$ cat src/rtl/pc_pkg.sv
// Shared encodings for the program-counter unit:
// branch-condition and next-PC source codes.
package pc_pkg;

  typedef enum logic [1:0] {
    BR_EQ = 2'b00,
    BR_NE = 2'b01,
    BR_AL = 2'b10,
    BR_NV = 2'b11
  } br_cond_e;

  typedef enum logic [1:0] {
    SRC_SEQ = 2'b00,
    SRC_IMM = 2'b01,
    SRC_REG = 2'b10,
    SRC_RET = 2'b11
  } pc_src_e;

endpackage

$ cat src/rtl/ret_stack.sv
// Return-address LIFO with sticky overflow/underflow flag.
// A simultaneous push and pop replaces the top entry in place.
module ret_stack #(
  parameter int WIDTH = 16,
  parameter int DEPTH = 8,
  localparam int AW = $clog2(DEPTH),
  localparam int DW = $clog2(DEPTH) + 1
) (
  input  logic             clk,
  input  logic             rst,
  input  logic             push,
  input  logic             pop,
  input  logic [WIDTH-1:0] din,
  output logic [WIDTH-1:0] top,
  output logic [DW-1:0]    depth,
  output logic             full,
  output logic             empty,
  output logic             err
);

  logic [WIDTH-1:0] mem [DEPTH];
  logic [DW-1:0]    dm1;
  logic [AW-1:0]    top_idx;
  logic [AW-1:0]    wr_idx;
  logic             wr_en;
  logic             fault_now;

  assign empty   = (depth == '0);
  assign full    = (depth == DW'(DEPTH));
  assign dm1     = depth - DW'(1);
  assign top_idx = dm1[AW-1:0];
  assign top     = mem[top_idx];

  // swap writes over the old top; plain push writes one above it
  assign wr_en  = push & (pop ? ~empty : ~full);
  assign wr_idx = pop ? top_idx : depth[AW-1:0];

  assign fault_now = (pop & empty) | (push & ~pop & full);

  always_ff @(posedge clk) begin
    if (wr_en) mem[wr_idx] <= din;
  end

  always_ff @(posedge clk) begin
    if (rst) begin
      depth <= '0;
      err   <= 1'b0;
    end else begin
      if (fault_now) err <= 1'b1;
      if (push & ~pop & ~full)
        depth <= depth + DW'(1);
      else if (pop & ~push & ~empty)
        depth <= dm1;
    end
  end

endmodule

$ cat src/rtl/pc_stack_unit.sv
// Program counter with condition decode, source mux
// and a hardware return-address stack for call/return.
module pc_stack_unit
  import pc_pkg::*;
#(
  parameter int               WIDTH     = 16,
  parameter int               DEPTH     = 8,
  parameter logic [WIDTH-1:0] RESET_VEC = '0,
  localparam int              DW        = $clog2(DEPTH) + 1
) (
  input  logic             CLK,
  input  logic             reset,
  input  logic             PCWrite,
  input  logic             Branch,
  input  logic             Zero,
  input  logic [1:0]       BrCond,
  input  logic [1:0]       PCSrc,
  input  logic [WIDTH-1:0] PCInA,
  input  logic [WIDTH-1:0] Imm,
  input  logic [WIDTH-1:0] PCInC,
  input  logic             Call,
  output logic [WIDTH-1:0] PCOut,
  output logic [DW-1:0]    StackDepth,
  output logic             StackEmpty,
  output logic             StackFull,
  output logic             Fault
);

  logic             cond;
  logic             en;
  logic             is_ret;
  logic [WIDTH-1:0] top;
  logic [WIDTH-1:0] next_pc;

  always_comb begin
    cond = 1'b0;
    unique case (br_cond_e'(BrCond))
      BR_EQ: cond = Zero;
      BR_NE: cond = ~Zero;
      BR_AL: cond = 1'b1;
      BR_NV: cond = 1'b0;
    endcase
  end

  assign en     = PCWrite | (Branch & cond);
  assign is_ret = (pc_src_e'(PCSrc) == SRC_RET);

  // a return from an empty stack leaves the PC where it is
  always_comb begin
    next_pc = PCInA;
    unique case (pc_src_e'(PCSrc))
      SRC_SEQ: next_pc = PCInA;
      SRC_IMM: next_pc = {Imm[WIDTH-2:0], 1'b0};
      SRC_REG: next_pc = PCInC;
      SRC_RET: next_pc = StackEmpty ? PCOut : top;
    endcase
  end

  always_ff @(posedge CLK) begin
    if (reset)   PCOut <= RESET_VEC;
    else if (en) PCOut <= next_pc;
  end

  ret_stack #(
    .WIDTH (WIDTH),
    .DEPTH (DEPTH)
  ) u_ret_stack (
    .clk   (CLK),
    .rst   (reset),
    .push  (en & Call),
    .pop   (en & is_ret),
    .din   (PCInA),
    .top   (top),
    .depth (StackDepth),
    .full  (StackFull),
    .empty (StackEmpty),
    .err   (Fault)
  );

endmodule

$ cat config.mk
export PLATFORM = sky130hd
export DESIGN_NAME = pc_stack_unit
export DESIGN_NICKNAME = d
export VERILOG_FILES = /design/src/rtl/pc_pkg.sv /design/src/rtl/ret_stack.sv /design/src/rtl/pc_stack_unit.sv
export SDC_FILE = /design/constraint.sdc
export NUM_CORES = 1
export LEC_CHECK = 0
export ABC_CLOCK_PERIOD_IN_PS = 4080
export BUFFER_PORTS_ARGS = -buffer_cell sky130_fd_sc_hd__buf_4
export CORE_MARGIN = 2
export CORE_UTILIZATION = 45
export CTS_BUF_LIST = sky130_fd_sc_hd__clkbuf_4 sky130_fd_sc_hd__clkbuf_8 sky130_fd_sc_hd__clkbuf_16
export CTS_CLUSTER_DIAMETER = 30
export DETAILED_ROUTE_END_ITERATION = 6
export GPL_TIMING_DRIVEN = 0
export PLACE_DENSITY = 0.62
export SLEW_MARGIN = 0
export SYNTH_ARGS = -nofsm -noshare
export SYNTH_HDL_FRONTEND = slang
export SYNTH_SLANG_ARGS = --single-unit
export TNS_END_PERCENT = 30
$ cat constraint.sdc
create_clock -name CLK -period 4.08 [get_ports CLK]
set_input_delay 0.408 -clock CLK [delete_from_list [all_inputs] [get_ports CLK]]
set_output_delay 0.408 -clock CLK [all_outputs]
set_load 0.005 [all_outputs]
; ---- Word level (Yosys, flattened, before mapping)
; Memory sizes are Yosys's and may differ from the RTL's.
; Index checks and enable logic that the tools add are counted.
[op_classes]
n_addsub = 2
eq_ne = 8
n_mux = 9
n_bitwise = 17
n_reduce_logical = 5
[ops]
columns = op, n
row1 = $pmux 16 s4, 1
row2 = $mux 16, 1
row3 = $and 1x1->1, 10
row4 = $eq 2x2->1 const B, 4
row5 = $mux 4, 2
row6 = $not 1->1, 5
row7 = $add 4x1->4 const B, 1
row8 = $eq 2x1->1 const B, 2
row9 = $eq 4x4->1 const B, 1
row10 = $logic_not 2->1, 2
row11 = $logic_not 4->1, 1
row12 = $pmux 1 s4, 1
row13 = $sub 4x1->4 const B, 1
row14 = $mux 1, 3
row15 = $mux 3, 1
row16 = $ne 2x2->1 const B, 1
row17 = $or 1x1->1, 2
row18 = $reduce_and 2->1, 1
row19 = $reduce_bool 2->1, 1
[word_totals]
ff_bits = 21
ram_bits = 128
in_bits = 58
output_inout_bits = 23
word_cells = 45
mem_count = 1
[memory_table]
columns = name, words, width, read_ports, rd_clocked_by_memory_dff, wr, line
row1 = u_ret_stack.mem, 8, 16, 1, 0, 1, ret_stack.sv:21  ; logic [WIDTH-1:0] mem [DEPTH];

; ---- Longest topological paths before layout
; Gate-level depths: netlist of run 1.
[logic_depth]
ltp_word = 10
mapped_depth = 11
ltp_nobuf = 7

; ---- By module
; A second synthesis of run 1 with hierarchy kept.
[unflattened]
hier_cells = 357
hier_area_um2 = 6502.5
[modules_own_cells]
columns = module, instances, cells_per_inst, area_each_um2, seq_area_each_um2
row1 = ret_stack, 1, 255, 5360.1, 3943.8
row2 = pc_stack_unit, 1, 102, 1142.3, 320.3

; ---- Worst setup path before layout of run 1
; OpenSTA, ideal clock, no wires.
[synth_timing]
path_type = register to register
startpoint = reg u_ret_stack.depth[0]
endpoint = mem u_ret_stack.mem[0][0], enable pin
arrival_time_ns = 2.948
slack_ns = 0.743
path_stages_with_launch = 11
path_buffers = 4
synth_period_minus_slack_ns = 3.337
path_cell_list = dfxtp_1 > clkbuf_1 > inv_2 > buf_2 > ha_1 > clkbuf_1 > clkbuf_1 > nand2_1 > nor4b_1 > a211oi_1 > nor2_1
[synth_between]
elab_chain_cells = 6
elab_cells_between_ends = 10
[synth_rtl]
columns = item, line
row1 = start: declaration, ret_stack.sv:15  ; output logic [DW-1:0] depth,
row2 = start signal: assignment, ret_stack.sv:51  ; depth <= depth + DW'(1);
row3 = start signal: assignment, ret_stack.sv:53  ; depth <= dm1;
row4 = $eq 4x4->1 or $logic_not 4->1 (tied branches), "ret_stack.sv:29, ret_stack.sv:28"
row5 = $not 1->1, ret_stack.sv:35  ; assign wr_en = push & (pop ? ~empty : ~full);
row6 = $mux 1, ret_stack.sv:35
row7 = $and 1x1->1, ret_stack.sv:35
row8 = $mux 1, ret_stack.sv:41  ; if (wr_en) mem[wr_idx] <= din;
row9 = $mux 1 (implied by the code), ret_stack.sv:41
row10 = end: declaration, ret_stack.sv:21
; Several ways; a longest one is shown, not always the timed one.

; ---- Worst setup path after layout of run 1
[layout_timing]
startpoint = reg u_ret_stack.depth[0]
endpoint = mem u_ret_stack.mem[1][4], enable pin
; The elaborated chain is that of the path after synthesis.

==> results of run 1 <==
-- state kept, by name, indices dropped and copies added (netlist names) --
name               flops
PCOut                 16
u_ret_stack.err        1
u_ret_stack.depth      4
u_ret_stack.mem      128
-- area by class of cell --
class / count / area, um^2
clock buffers: 18 / 433
plain buffers: 25 / 141
fillers: 1098 / 5870
multi-input cells: 204 / 1990
well taps: 180 / 225
clock inverters: 14 / 208
repair buffers: 85 / 736
flip-flops and latches: 149 / 4260
inverters: 3 / 11.3
-- per-layer routing --
| metal | up-vias | part of all wire (%) | GRT usage [%] |
|---|---|---|---|
| li1 | 1735 | - | - |
| met1 | 2009 | 44 | 30.1 |
| met2 | 169 | 48 | 33.6 |
| met3 | 30 | 6.4 | 4.94 |
| met4 | 0 | 1.9 | 8.45 |
| met5 | - | 0 | 0 |
-- final timing paths --
check,from,slack (ns),cells after the start,endpoint
worst max register to register,u_ret_stack.depth[0],0.42,11,u_ret_stack.mem[1][4]
worst min-delay path,PCInA[7],0.23,1,u_ret_stack.mem[5][7]
worst min register to register,u_ret_stack.err,0.49,2,u_ret_stack.err
worst max-delay path,u_ret_stack.depth[0],0.42,11,u_ret_stack.mem[1][4]
-- power groups by stage --
stage	sequential [mW]	clock, mW	combinational (mW)
3_5_place_dp	1.76	0	0.646
6_report	1.73	1.69	0.645
2_1_floorplan	1.76	0	0.406
3_3_place_gp	1.76	0	0.621
5_1_grt	1.74	1.78	0.692
4_1_cts	1.73	1.71	0.648
-- stage by stage --
| stage | hold WS, ns | instances | TNS (ns) | instance area (um^2) |
|---|---|---|---|---|
| final | 0.226 | 678 | 0 | 8010 |
| after detailed placement | 0.474 | 646 | 0 | 7360 |
| after CTS | 0.212 | 678 | 0 | 8000 |
| after global routing | 0.220 | 678 | 0 | 8010 |
| after global placement | 0.455 | 638 | -50.16 | 7190 |
| after floorplan | 0.461 | 381 | 0 | 6380 |
-- logic make-up after synthesis --
| logic type | count (synthesis) |
|---|---|
| AO/OA/AOI/OAI | 56 |
| XOR/XNOR | 2 |
| adder cells (fa/ha/maj) | 2 |
| buffers and inverters | 28 |
| flip-flops | 149 |
| multiplexers | 80 |
| AND/OR/NAND/NOR | 64 |
-- critical path, cell delays in order (launching register included) --
cell      delay [ns]
dfxtp_1         0.35
clkbuf_2        0.28
inv_2           0.20
buf_2           0.30
ha_1            0.32
clkbuf_1        0.19
clkbuf_1        0.41
nand2_1         0.15
nor4b_1         0.36
a211oi_1        0.17
nor2_2          0.39
buf_16          0.21
-- what timing repair did --
item	in CTS	in global routing
endpoints found under the hold margin	0	0
gates resized for setup	0	3
endpoints found under the setup margin	0	50
hold buffers	0	0
-- cell usage in the layout (no fill, tap or decap), drive strengths merged, types with 2 or more instances in the layout --
| cell type | Yosys | layout |
|---|---|---|
| or3 | 5 | 5 |
| a31oi | 4 | 4 |
| bufinv | 0 | 5 |
| xnor2 | 2 | 2 |
| mux2i | 47 | 47 |
| nor3 | 2 | 2 |
| inv | 3 | 4 |
| clkinvlp | 0 | 3 |
| dfxtp | 21 | 21 |
| a211oi | 6 | 6 |
| clkinv | 0 | 5 |
| o22ai | 16 | 16 |
| buf | 16 | 101 |
| o21ai | 20 | 20 |
| nand2 | 20 | 20 |
| mux4 | 32 | 32 |
| nor2b | 5 | 5 |
| nand2b | 2 | 2 |
| a21oi | 5 | 5 |
| a31o | 2 | 2 |
| edfxtp | 128 | 128 |
| nand3 | 7 | 7 |
| nor2 | 16 | 16 |
| and4 | 2 | 2 |
| clkbuf | 9 | 27 |
| ha | 2 | 2 |
==> key figures, run 1 <==
Outcome
  • Status: complete, no violations

Clocking
  • Post-CTS setup buffers: 0
  • Cts bufs inserted: 17
  • Clk buf depth: 2
  • Worst skew pair latency: 0.42 ns
  • CTS root buffer: clkbuf_16
  • CTS Sinks: 149
  • H-Tree Depth: 4
  • CTS tree: yes
  • Clock-pin slew on the worst setup and hold paths: 0.06 ns

Routing
  • Via density: 5.82
  • Vias post-DR: 3943
  • DRT antenna net count: 0
  • Total Wirelength: 15700 um
  • Residual DRC: 0
  • Iter 0 DRT Violations: 487
  • Avg WL per Cell: 23.1 um
  • DR pass1 iterations: 5

Floorplan
  • Die height: 123 um
  • Die footprint: 15200 um^2
  • Row cnt: 43
  • Core area: 13900 um^2
  • Die W: 123 um
  • Top-level I/O count: 81
  • Starting Density: 46.0%

Global route
  • Vias in the first global route: 3853
  • Initial antenna violation count: 0
  • GR Util All Layers: 21.7%
  • First-pass GRT wire length: 22900 um
  • GRT overflow: 0
  • Pin count of the biggest net entering global routing: 17

Synthesis
  • Distinct cells, synth: 42
  • Sequential area share after synthesis: 66.8%
  • Largest family of logic cells by synthesized area: multiplexers
  • Post-Synth XOR/XNOR Area: 0.274%
  • Number of enable flip-flop cells after synthesis: 128
  • Compound-Gate Fraction of Synth Area: 6.08%
  • Synth Flop Type: edfxtp_1
  • Cells after Synth: 381
  • Synth cell count leaders: edfxtp_1, mux2i_1, mux4_2
  • Synth Area in Simple Gates: 5.18%
  • Adder-cell share of the synthesized area: 0.392%
  • Yosys top cell area share: 60.2%
  • Top post-synthesis cells by area: edfxtp_1, mux4_2, mux2i_1
  • Yosys warning total: 0
  • Syn_nets: 441
  • Asr flop ratio synth: 0%
  • Mapped Area: 6380 um^2
  • Mux contribution to synthesized area: 18.9%
  • Post-synthesis average cell area: 16.8 um^2
  • Cell accounting for the most synthesized area: edfxtp_1
  • Synth Register Bits: 149
  • Most numerous cell in the Yosys netlist: edfxtp_1

Placed design
  • Setup WS pre-CTS: 0.0707 ns
  • Hpwl dp: 10300 um
  • Port bufs: 77
  • Routability cong.: 0.828

Power
  • Sequential power share: 42.6%
  • Logic pwr share: 15.9%
  • Pleak: 2.90 nW
  • Pwr per Cell Area: 507 nW/um^2
  • Clock power share: 41.5%
  • Worst vdd ir: 0.000327 V
  • Cell Int Power: 3.11 mW
  • Tot Pwr: 4.07 mW
  • Switching Fraction: 23.5%
  • Switching Power: 957 uW

Final layout
  • Core Util, Final: 57.7%
  • NumNets Final: 545
  • Fraction of layout cells with a size suffix above 1: 37.3%
  • Layout area overhead: 25.5%
  • Antenna diodes: 0

Setup path
  • Critical path endpoint category: register
  • Crit Path Class: register to register
  • Worst EP arrival: 3.79 ns
  • Maximum fanout along the worst path: 13
  • Startpoint class of the critical path: register
  • Critical Path RT: 4.21 ns

Timing
  • Count of final max-slew check failures: 0
  • Worst setup margin: 0.420 ns
  • Setup violators final: 0
  • Shortest period the worst path allows: 3.66 ns
  • Worst-margin pin slew: 0.826 ns
  • Relative slew slack: 44.9%
  • Achievable frequency: 273 MHz
  • Setup Skew: 0.0105 ns
  • RSZ-0062 raised after global routing: false
  • Fin crit share: 89.7%
  • Final Hold Fails: 0

Job
  • # Max-Cap Violations: 0

Min path
  • Worst min path class: input port to register
No activity file was read; power rests on OpenSTA's default activity.
==> run 2, diff against run 1 <==
--- a/config.mk
+++ b/config.mk
@@ -5,6 +5,7 @@
 export SDC_FILE = /design/constraint.sdc
 export NUM_CORES = 1
 export LEC_CHECK = 0
+export ABC_AREA = 1
 export ABC_CLOCK_PERIOD_IN_PS = 4080
 export BUFFER_PORTS_ARGS = -buffer_cell sky130_fd_sc_hd__buf_4
 export CORE_MARGIN = 2
@@ -13,7 +14,7 @@
 export CTS_CLUSTER_DIAMETER = 30
 export DETAILED_ROUTE_END_ITERATION = 6
 export GPL_TIMING_DRIVEN = 0
-export PLACE_DENSITY = 0.62
+export PLACE_DENSITY = 0.61
 export SLEW_MARGIN = 0
 export SYNTH_ARGS = -nofsm -noshare
 export SYNTH_HDL_FRONTEND = slang
==> key figures, run 2 <==
Timing
  • Worst-margin pin slew: 1.03 ns (was 0.826 ns)
  • Worst setup margin: 0.494 ns (was 0.420 ns)
  • Count of final max-slew check failures: 0 (unchanged)
  • Setup Skew: 0.00635 ns (was 0.0105 ns)
  • Relative slew slack: 31.5% (was 44.9%)
  • Fin crit share: 87.9% (was 89.7%)
  • Shortest period the worst path allows: 3.59 ns (was 3.66 ns)
  • RSZ-0062 raised after global routing: false (unchanged)
  • Achievable frequency: 279 MHz (was 273 MHz)
  • Final Hold Fails: 0 (unchanged)
  • Setup violators final: 0 (unchanged)

Placed design
  • Hpwl dp: 12600 um (was 10300 um)
  • Placed instance area: 7430 um^2 (was 7360 um^2)
  • Routability cong.: 0.891 (was 0.828)
  • Setup WS pre-CTS: 0.523 ns (was 0.0707 ns)
  • Port bufs: 76 (was 77)

Power
  • Cell Int Power: 2.84 mW (was 3.11 mW)
  • Tot Pwr: 3.78 mW (was 4.07 mW)
  • Clock power share: 39.2% (was 41.5%)
  • Switching Power: 939 uW (was 957 uW)
  • Pwr per Cell Area: 473 nW/um^2 (was 507 nW/um^2)
  • Logic pwr share: 15.3% (was 15.9%)
  • Worst vdd ir: 0.000297 V (was 0.000327 V)
  • Switching Fraction: 24.8% (was 23.5%)
  • Pleak: 2.98 nW (was 2.90 nW)
  • Sequential power share: 45.5% (was 42.6%)

Clocking
  • CTS root buffer: clkbuf_16 (unchanged)
  • Clock-pin slew on the worst setup and hold paths: 0.05 ns (was 0.06 ns)
  • Hold-fix buffers, CTS: 0 (unchanged)
  • H-Tree Depth: 4 (unchanged)
  • Post-CTS setup buffers: 0 (unchanged)
  • Worst skew pair latency: 0.42 ns (about the same)
  • Clk buf depth: 2 (unchanged)
  • CTS Sinks: 149 (unchanged)
  • Cts bufs inserted: 17 (unchanged)
  • Post-cts resize count: 0 (unchanged)
  • CTS tree: yes (unchanged)

Routing
  • Via density: 5.55 (was 5.82)
  • Residual DRC: 0 (unchanged)
  • Vias post-DR: 5037 (was 3943)
  • DR pass1 iterations: 5 (unchanged)
  • DRT antenna net count: 0 (unchanged)
  • Avg WL per Cell: 20.5 um (was 23.1 um)
  • Iter 0 DRT Violations: 441 (was 487)
  • Total Wirelength: 18600 um (was 15700 um)

Synthesis
  • Cells after Synth: 612 (was 381)
  • Distinct cells, synth: 32 (was 42)
  • Most numerous cell in the Yosys netlist: nor2_1 (was edfxtp_1)
  • Top post-synthesis cells by area: edfxtp_1, nor2_1, dfxtp_1 (was edfxtp_1, mux4_2, mux2i_1)
  • Post-synthesis average cell area: 10.7 um^2 (was 16.8 um^2)
  • Sequential area share after synthesis: 65.3% (was 66.8%)
  • Syn_nets: 672 (was 441)
  • Cell accounting for the most synthesized area: edfxtp_1 (unchanged)
  • Synth Register Bits: 149 (unchanged)
  • Yosys warning total: 0 (unchanged)
  • Synth Flop Type: edfxtp_1 (unchanged)
  • Asr flop ratio synth: 0% (unchanged)
  • Synth cell count leaders: nor2_1, edfxtp_1, nand2_1, o21ai_0, nand3_1 (was edfxtp_1, mux2i_1, mux4_2)
  • Number of enable flip-flop cells after synthesis: 128 (unchanged)
  • Yosys top cell area share: 58.8% (was 60.2%)
  • Mapped Area: 6530 um^2 (was 6380 um^2)

Final layout
  • Largest Register: u_ret_stack.mem (unchanged)
  • Max FFs per register: 128 (unchanged)
  • NumNets Final: 771 (was 545)
  • Most frequent cells in the layout: nor2_1, edfxtp_1, buf_4, nand2_1, o21ai_0 (was edfxtp_1, buf_4, mux2i_1, mux4_2, dfxtp_1)
  • Design area: 7990 um^2 (was 8010 um^2)
  • Antenna diodes: 0 (unchanged)
  • Most common cell after layout, fill and taps aside: nor2_1 (was edfxtp_1)
  • Fraction of layout cells with a size suffix above 1: 23.1% (was 37.3%)
  • Top flop regs: u_ret_stack.mem: 128 flops, PCOut: 16 flops, u_ret_stack.depth: 4 flops (unchanged)
  • Layout area overhead: 22.2% (was 25.5%)

Min path
  • Worst min path class: input port to register (unchanged)

Outcome
  • Status: complete, no violations (unchanged)

Global route
  • First-pass GRT wire length: 28400 um (was 22900 um)
  • Pin count of the biggest net entering global routing: 17 (unchanged)
  • Vias in the first global route: 4987 (was 3853)
  • GRT overflow: 0 (unchanged)
  • Initial antenna violation count: 0 (unchanged)
  • GR Util All Layers: 24.6% (was 21.7%)

Setup path
  • Crit path largest cell delay: 0.76 ns (was 0.41 ns)
  • Critical Path RT: 4.12 ns (was 4.21 ns)
  • CP cell instances: inv_2 > clkbuf_1 > ha_1 > inv_2 > buf_1 > o21ai_1 > inv_1 > nand2_1 > nor2_2 (was clkbuf_2 > inv_2 > buf_2 > ha_1 > clkbuf_1 > clkbuf_1 > nand2_1 > nor4b_1 > a211oi_1 > nor2_2 > buf_16)
  • Crit Path Class: register to register (unchanged)
  • Critical path endpoint category: register (unchanged)
  • Most used cell, CP: inv_2 (was clkbuf_1)
  • Startpoint class of the critical path: register (unchanged)
  • Slowest-stage cell, CP: nor2_2 (was clkbuf_1)
  • Worst EP arrival: 3.63 ns (was 3.79 ns)
  • Maximum fanout along the worst path: 16 (was 13)

Floorplan
  • Starting Density: 45.5% (was 46.0%)
  • Die footprint: 15500 um^2 (was 15200 um^2)
  • Die W: 124 um (was 123 um)
  • Row cnt: 44 (was 43)
  • Die height: 124 um (was 123 um)
  • Top-level I/O count: 81 (unchanged)
  • Core area: 14400 um^2 (was 13900 um^2)

Job
  • # Max-Cap Violations: 0 (unchanged)
[run 2: changes by cell type after synthesis, moves of 10 or more]
| cell | delta |
|---|---|
| nand2_1 | +47 |
| mux2i_1 | -47 |
| mux4_2 | -32 |
| o21ai_0 | +48 |
| o22ai_1 | -14 |
| inv_1 | +14 |
| o211ai_1 | +14 |
| a21oi_1 | +10 |
| nor2_1 | +132 |
| nand3_1 | +25 |
| nor3_1 | +14 |
| a221oi_1 | +15 |
[run 2: kinds of logic after synthesis]
logic type               synth area share, %
AO/OA/AOI/OAI                           11.6
AND/OR/NAND/NOR                         17.9
flip-flops                              65.3
XOR/XNOR                               0.555
buffers and inverters                   4.23
adder cells (fa/ha/maj)                0.383
[run 2: per-layer routing]
| metal | global-route usage (%) | part of all wire, % | wire, um |
|---|---|---|---|
| met1 | 33.8 | 44 | 8220 |
| met2 | 37.6 | 46 | 8540 |
| met3 | 5.71 | 6.4 | 1190 |
| met4 | 11.2 | 3.4 | 640 |
| met5 | 0 | 0 | 0 |
[run 2: final cells by class]
cell class                 count  area (um^2)
buffer                        36          193
clock buffer                  24          478
clock inverter                 7         81.3
fill                        1257         6380
inverter                      21         83.8
multi-input combinational    406         2010
sequential                   149         4260
tap                          184          230
timing repair buffer          80          643
[run 2: through the flow]
| step | setup TNS, ns | std cells | hold slack (ns) | util (%) |
|---|---|---|---|---|
| finish | 0 | 907 | 0.236 | 55.6 |
| global route | 0 | 907 | 0.227 | 55.6 |
| CTS | 0 | 907 | 0.228 | 55.6 |
| detailed placement | 0 | 876 | 0.464 | 51.7 |
| global placement | -1.01 | 872 | 0.456 | 51.0 |
| floorplan | 0 | 612 | 0.461 | - |
[run 2: final timing paths]
check	slack, ns	endpoint	cells after the start	start
worst min register to register	0.47	PCOut[3]	2	PCOut[3]
worst max-delay path	0.49	u_ret_stack.mem[7][4]	9	u_ret_stack.depth[0]
worst min-delay path	0.24	u_ret_stack.mem[5][2]	1	PCInA[2]
worst max register to register	0.49	u_ret_stack.mem[7][4]	9	u_ret_stack.depth[0]
[run 2: power groups by stage]
| stage | combinational (mW) | clock (mW) | sequential [mW] |
|---|---|---|---|
| after floorplan | 0.323 | 0 | 1.75 |
| after global placement | 0.550 | 0 | 1.75 |
| after detailed placement | 0.570 | 0 | 1.75 |
| after CTS | 0.572 | 1.50 | 1.72 |
| after global routing | 0.632 | 1.57 | 1.72 |
| final | 0.577 | 1.48 | 1.72 |
[run 2: worst max-delay path: cells and delay by family (launching register included)]
family,cells,cell delay [ns]
buffers and inverters,5,1.39
AND/OR/NAND/NOR,2,0.85
AO/OA/AOI/OAI,1,0.23
adder cells (fa/ha/maj),1,0.35
flip-flops,1,0.37
==> run 3, diff against run 2 <==
--- a/config.mk
+++ b/config.mk
@@ -8,13 +8,15 @@
 export ABC_AREA = 1
 export ABC_CLOCK_PERIOD_IN_PS = 4080
 export BUFFER_PORTS_ARGS = -buffer_cell sky130_fd_sc_hd__buf_4
+export CELL_PAD_IN_SITES_DETAIL_PLACEMENT = 0
+export CELL_PAD_IN_SITES_GLOBAL_PLACEMENT = 1
 export CORE_MARGIN = 2
 export CORE_UTILIZATION = 45
 export CTS_BUF_LIST = sky130_fd_sc_hd__clkbuf_4 sky130_fd_sc_hd__clkbuf_8 sky130_fd_sc_hd__clkbuf_16
 export CTS_CLUSTER_DIAMETER = 30
 export DETAILED_ROUTE_END_ITERATION = 6
 export GPL_TIMING_DRIVEN = 0
-export PLACE_DENSITY = 0.61
+export PLACE_DENSITY = 0.75
 export SLEW_MARGIN = 0
 export SYNTH_ARGS = -nofsm -noshare
 export SYNTH_HDL_FRONTEND = slang
==> key figures, run 3 (same netlist as run 2, synthesis figures left out) <==
Setup path
  • Worst flop-to-flop path endpoint: u_ret_stack.mem[2][10] (was u_ret_stack.mem[7][4])
  • Critical Path RT: 4.21 ns (was 4.12 ns)
  • FF-to-FF Start: u_ret_stack.depth[0] (unchanged)
  • Worst EP arrival: 3.52 ns (was 3.63 ns)
  • R2R depth: 10 (was 9)
  • Critical path endpoint category: register (unchanged)
  • Crit Path Class: register to register (unchanged)
  • Startpoint class of the critical path: register (unchanged)
  • Maximum fanout along the worst path: 13 (was 16)
  • Flop2flop setup slack: 0.69 ns (was 0.49 ns)

Timing
  • Achievable frequency: 295 MHz (was 279 MHz)
  • Relative slew slack: 47.6% (was 31.5%)
  • Worst setup margin: 0.691 ns (was 0.494 ns)
  • RSZ-0062 raised after global routing: false (unchanged)
  • Fin crit share: 83.1% (was 87.9%)
  • Setup Skew: 0.00911 ns (was 0.00635 ns)
  • Count of final max-slew check failures: 0 (unchanged)
  • Shortest period the worst path allows: 3.39 ns (was 3.59 ns)
  • Worst-margin pin slew: 0.785 ns (was 1.03 ns)
  • Setup violators final: 0 (unchanged)
  • Final Hold Fails: 0 (unchanged)

Final layout
  • Most common cell after layout, fill and taps aside: nor2_1 (unchanged)
  • Largest Register: u_ret_stack.mem (unchanged)
  • Fraction of layout cells with a size suffix above 1: 24.0% (was 23.1%)
  • Design area: 8170 um^2 (was 7990 um^2)
  • Fillers: 1210 (was 1257)
  • Max FFs per register: 128 (unchanged)
  • Antenna diodes: 0 (unchanged)
  • Area taken by multi-input logic gates: 2010 um^2 (unchanged)
  • Register Area: 4260 um^2 (unchanged)
  • Layout area overhead: 25.1% (was 22.2%)
  • Core Util, Final: 56.9% (was 55.6%)
  • Top flop regs: u_ret_stack.mem: 128 flops, PCOut: 16 flops, u_ret_stack.depth: 4 flops (unchanged)
  • Most frequent cells in the layout: nor2_1, edfxtp_1, buf_4, nand2_1, o21ai_0 (unchanged)
  • NumNets Final: 775 (was 771)

Job
  • # Max-Cap Violations: 0 (unchanged)

Power
  • Pleak: 3.06 nW (was 2.98 nW)
  • Worst vdd ir: 0.000313 V (was 0.000297 V)
  • Pwr per Cell Area: 487 nW/um^2 (was 473 nW/um^2)

Global route
  • GRT overflow: 0 (unchanged)
  • GR Util All Layers: 24.2% (was 24.6%)
  • Initial antenna violation count: 0 (unchanged)
  • Vias in the first global route: 4913 (was 4987)
  • Pin count of the biggest net entering global routing: 17 (unchanged)
  • First-pass GRT wire length: 28100 um (was 28400 um)

Outcome
  • Status: complete, no violations (unchanged)

Clocking
  • Clk buf depth: 2 (unchanged)
  • Worst skew pair latency: 0.42 ns (about the same)
  • CTS root buffer: clkbuf_16 (unchanged)
  • CTS Sinks: 149 (unchanged)
  • Cts bufs inserted: 17 (unchanged)
  • Post-CTS setup buffers: 0 (unchanged)
  • CTS tree: yes (unchanged)
  • H-Tree Depth: 4 (unchanged)
  • Hold-fix buffers, CTS: 0 (unchanged)
  • Post-cts resize count: 0 (unchanged)
  • Clock-pin slew on the worst setup and hold paths: 0.06 ns (was 0.05 ns)

Routing
  • Iter 0 DRT Violations: 449 (was 441)
  • Residual DRC: 0 (unchanged)
  • Vias post-DR: 4960 (was 5037)
  • DRT antenna net count: 0 (unchanged)
  • Total Wirelength: 18400 um (was 18600 um)
  • Via density: 5.44 (was 5.55)
  • DR pass1 iterations: 5 (unchanged)
  • Avg WL per Cell: 20.2 um (was 20.5 um)

Placed design
  • Port bufs: 76 (unchanged)
  • Routability cong.: 0.811 (was 0.891)
  • Placed instance area: 7520 um^2 (was 7430 um^2)
  • Hpwl dp: 12600 um (about the same)
  • Setup WS pre-CTS: 0.736 ns (was 0.523 ns)

Floorplan
  • Starting Density: 45.5% (unchanged)
  • Die footprint: 15500 um^2 (unchanged)
  • Die height: 124 um (unchanged)
  • Top-level I/O count: 81 (unchanged)
  • Core area: 14400 um^2 (unchanged)
  • Row cnt: 44 (unchanged)
  • Die W: 124 um (unchanged)

Min path
  • Cells on Worst Hold Path: 1 (unchanged)
  • Worst min path class: input port to register (unchanged)
  • Hold Path Sink: u_ret_stack.mem[6][0] (was u_ret_stack.mem[5][2])
  • Hold path startpoint: PCInA[0] (was PCInA[2])
run 3: area by class of cell:
| cell class | instances | area share, % |
|---|---|---|
| Multi-Input combinational cell | 406 | 24.6 |
| Tap cell | 184 | 2.82 |
| Inverter | 21 | 1.03 |
| Clock inverter | 8 | 1.79 |
| Sequential cell | 149 | 52.2 |
| Clock buffer | 24 | 6.15 |
| Buffer | 36 | 2.36 |
| Timing Repair Buffer | 84 | 9.06 |
run 3: per-stage QoR:
stage               hold WS, ns  power [mW]  TNS (ns)  std cells
global placement          0.456        2.30     -1.48        872
finish                    0.228        3.98         0        912
detailed placement        0.461        2.33         0        880
global route              0.219        4.12         0        912
CTS                       0.214        4.00         0        912
floorplan                 0.461        2.07         0        612
run 3: report_power, final:
group | total, mW | switching (mW) | internal [mW]
combinational | 0.576 | 0.367 | 0.209
clock | 1.68 | 0.576 | 1.11
sequential | 1.72 | 0.0195 | 1.70
run 3: metal layers:
layer  GRT usage, %  vias to the layer above  wire length [um]
met5              0                        -                 0
met2           40.3                      216              9190
met1           31.9                     2333              7490
li1               -                     2377                 -
met4           9.25                        0               378
met3           4.21                       34              1350
run 3: how the worst max path moves through the flow:
stage	from	end	slack, ns	depth (start not counted)
final	u_ret_stack.depth[0]	u_ret_stack.mem[2][10]	0.69	10
after CTS	u_ret_stack.depth[0]	u_ret_stack.mem[2][6]	0.70	10
after global placement	u_ret_stack.depth[0]	u_ret_stack.mem[3][3]	-0.07	9
after global routing	u_ret_stack.depth[0]	u_ret_stack.mem[2][11]	0.50	10
after floorplan	u_ret_stack.depth[0]	u_ret_stack.mem[0][0]	1.28	8
after detailed placement	u_ret_stack.depth[0]	u_ret_stack.mem[2][3]	0.74	10
run 3: critical path: stages (launching register included):
cell	delay (ns)
dfxtp_1	0.38
inv_2	0.13
clkbuf_1	0.40
ha_1	0.36
inv_2	0.20
buf_1	0.56
o21ai_1	0.25
inv_1	0.12
nand2_1	0.11
nor2_2	0.37
buf_16	0.20
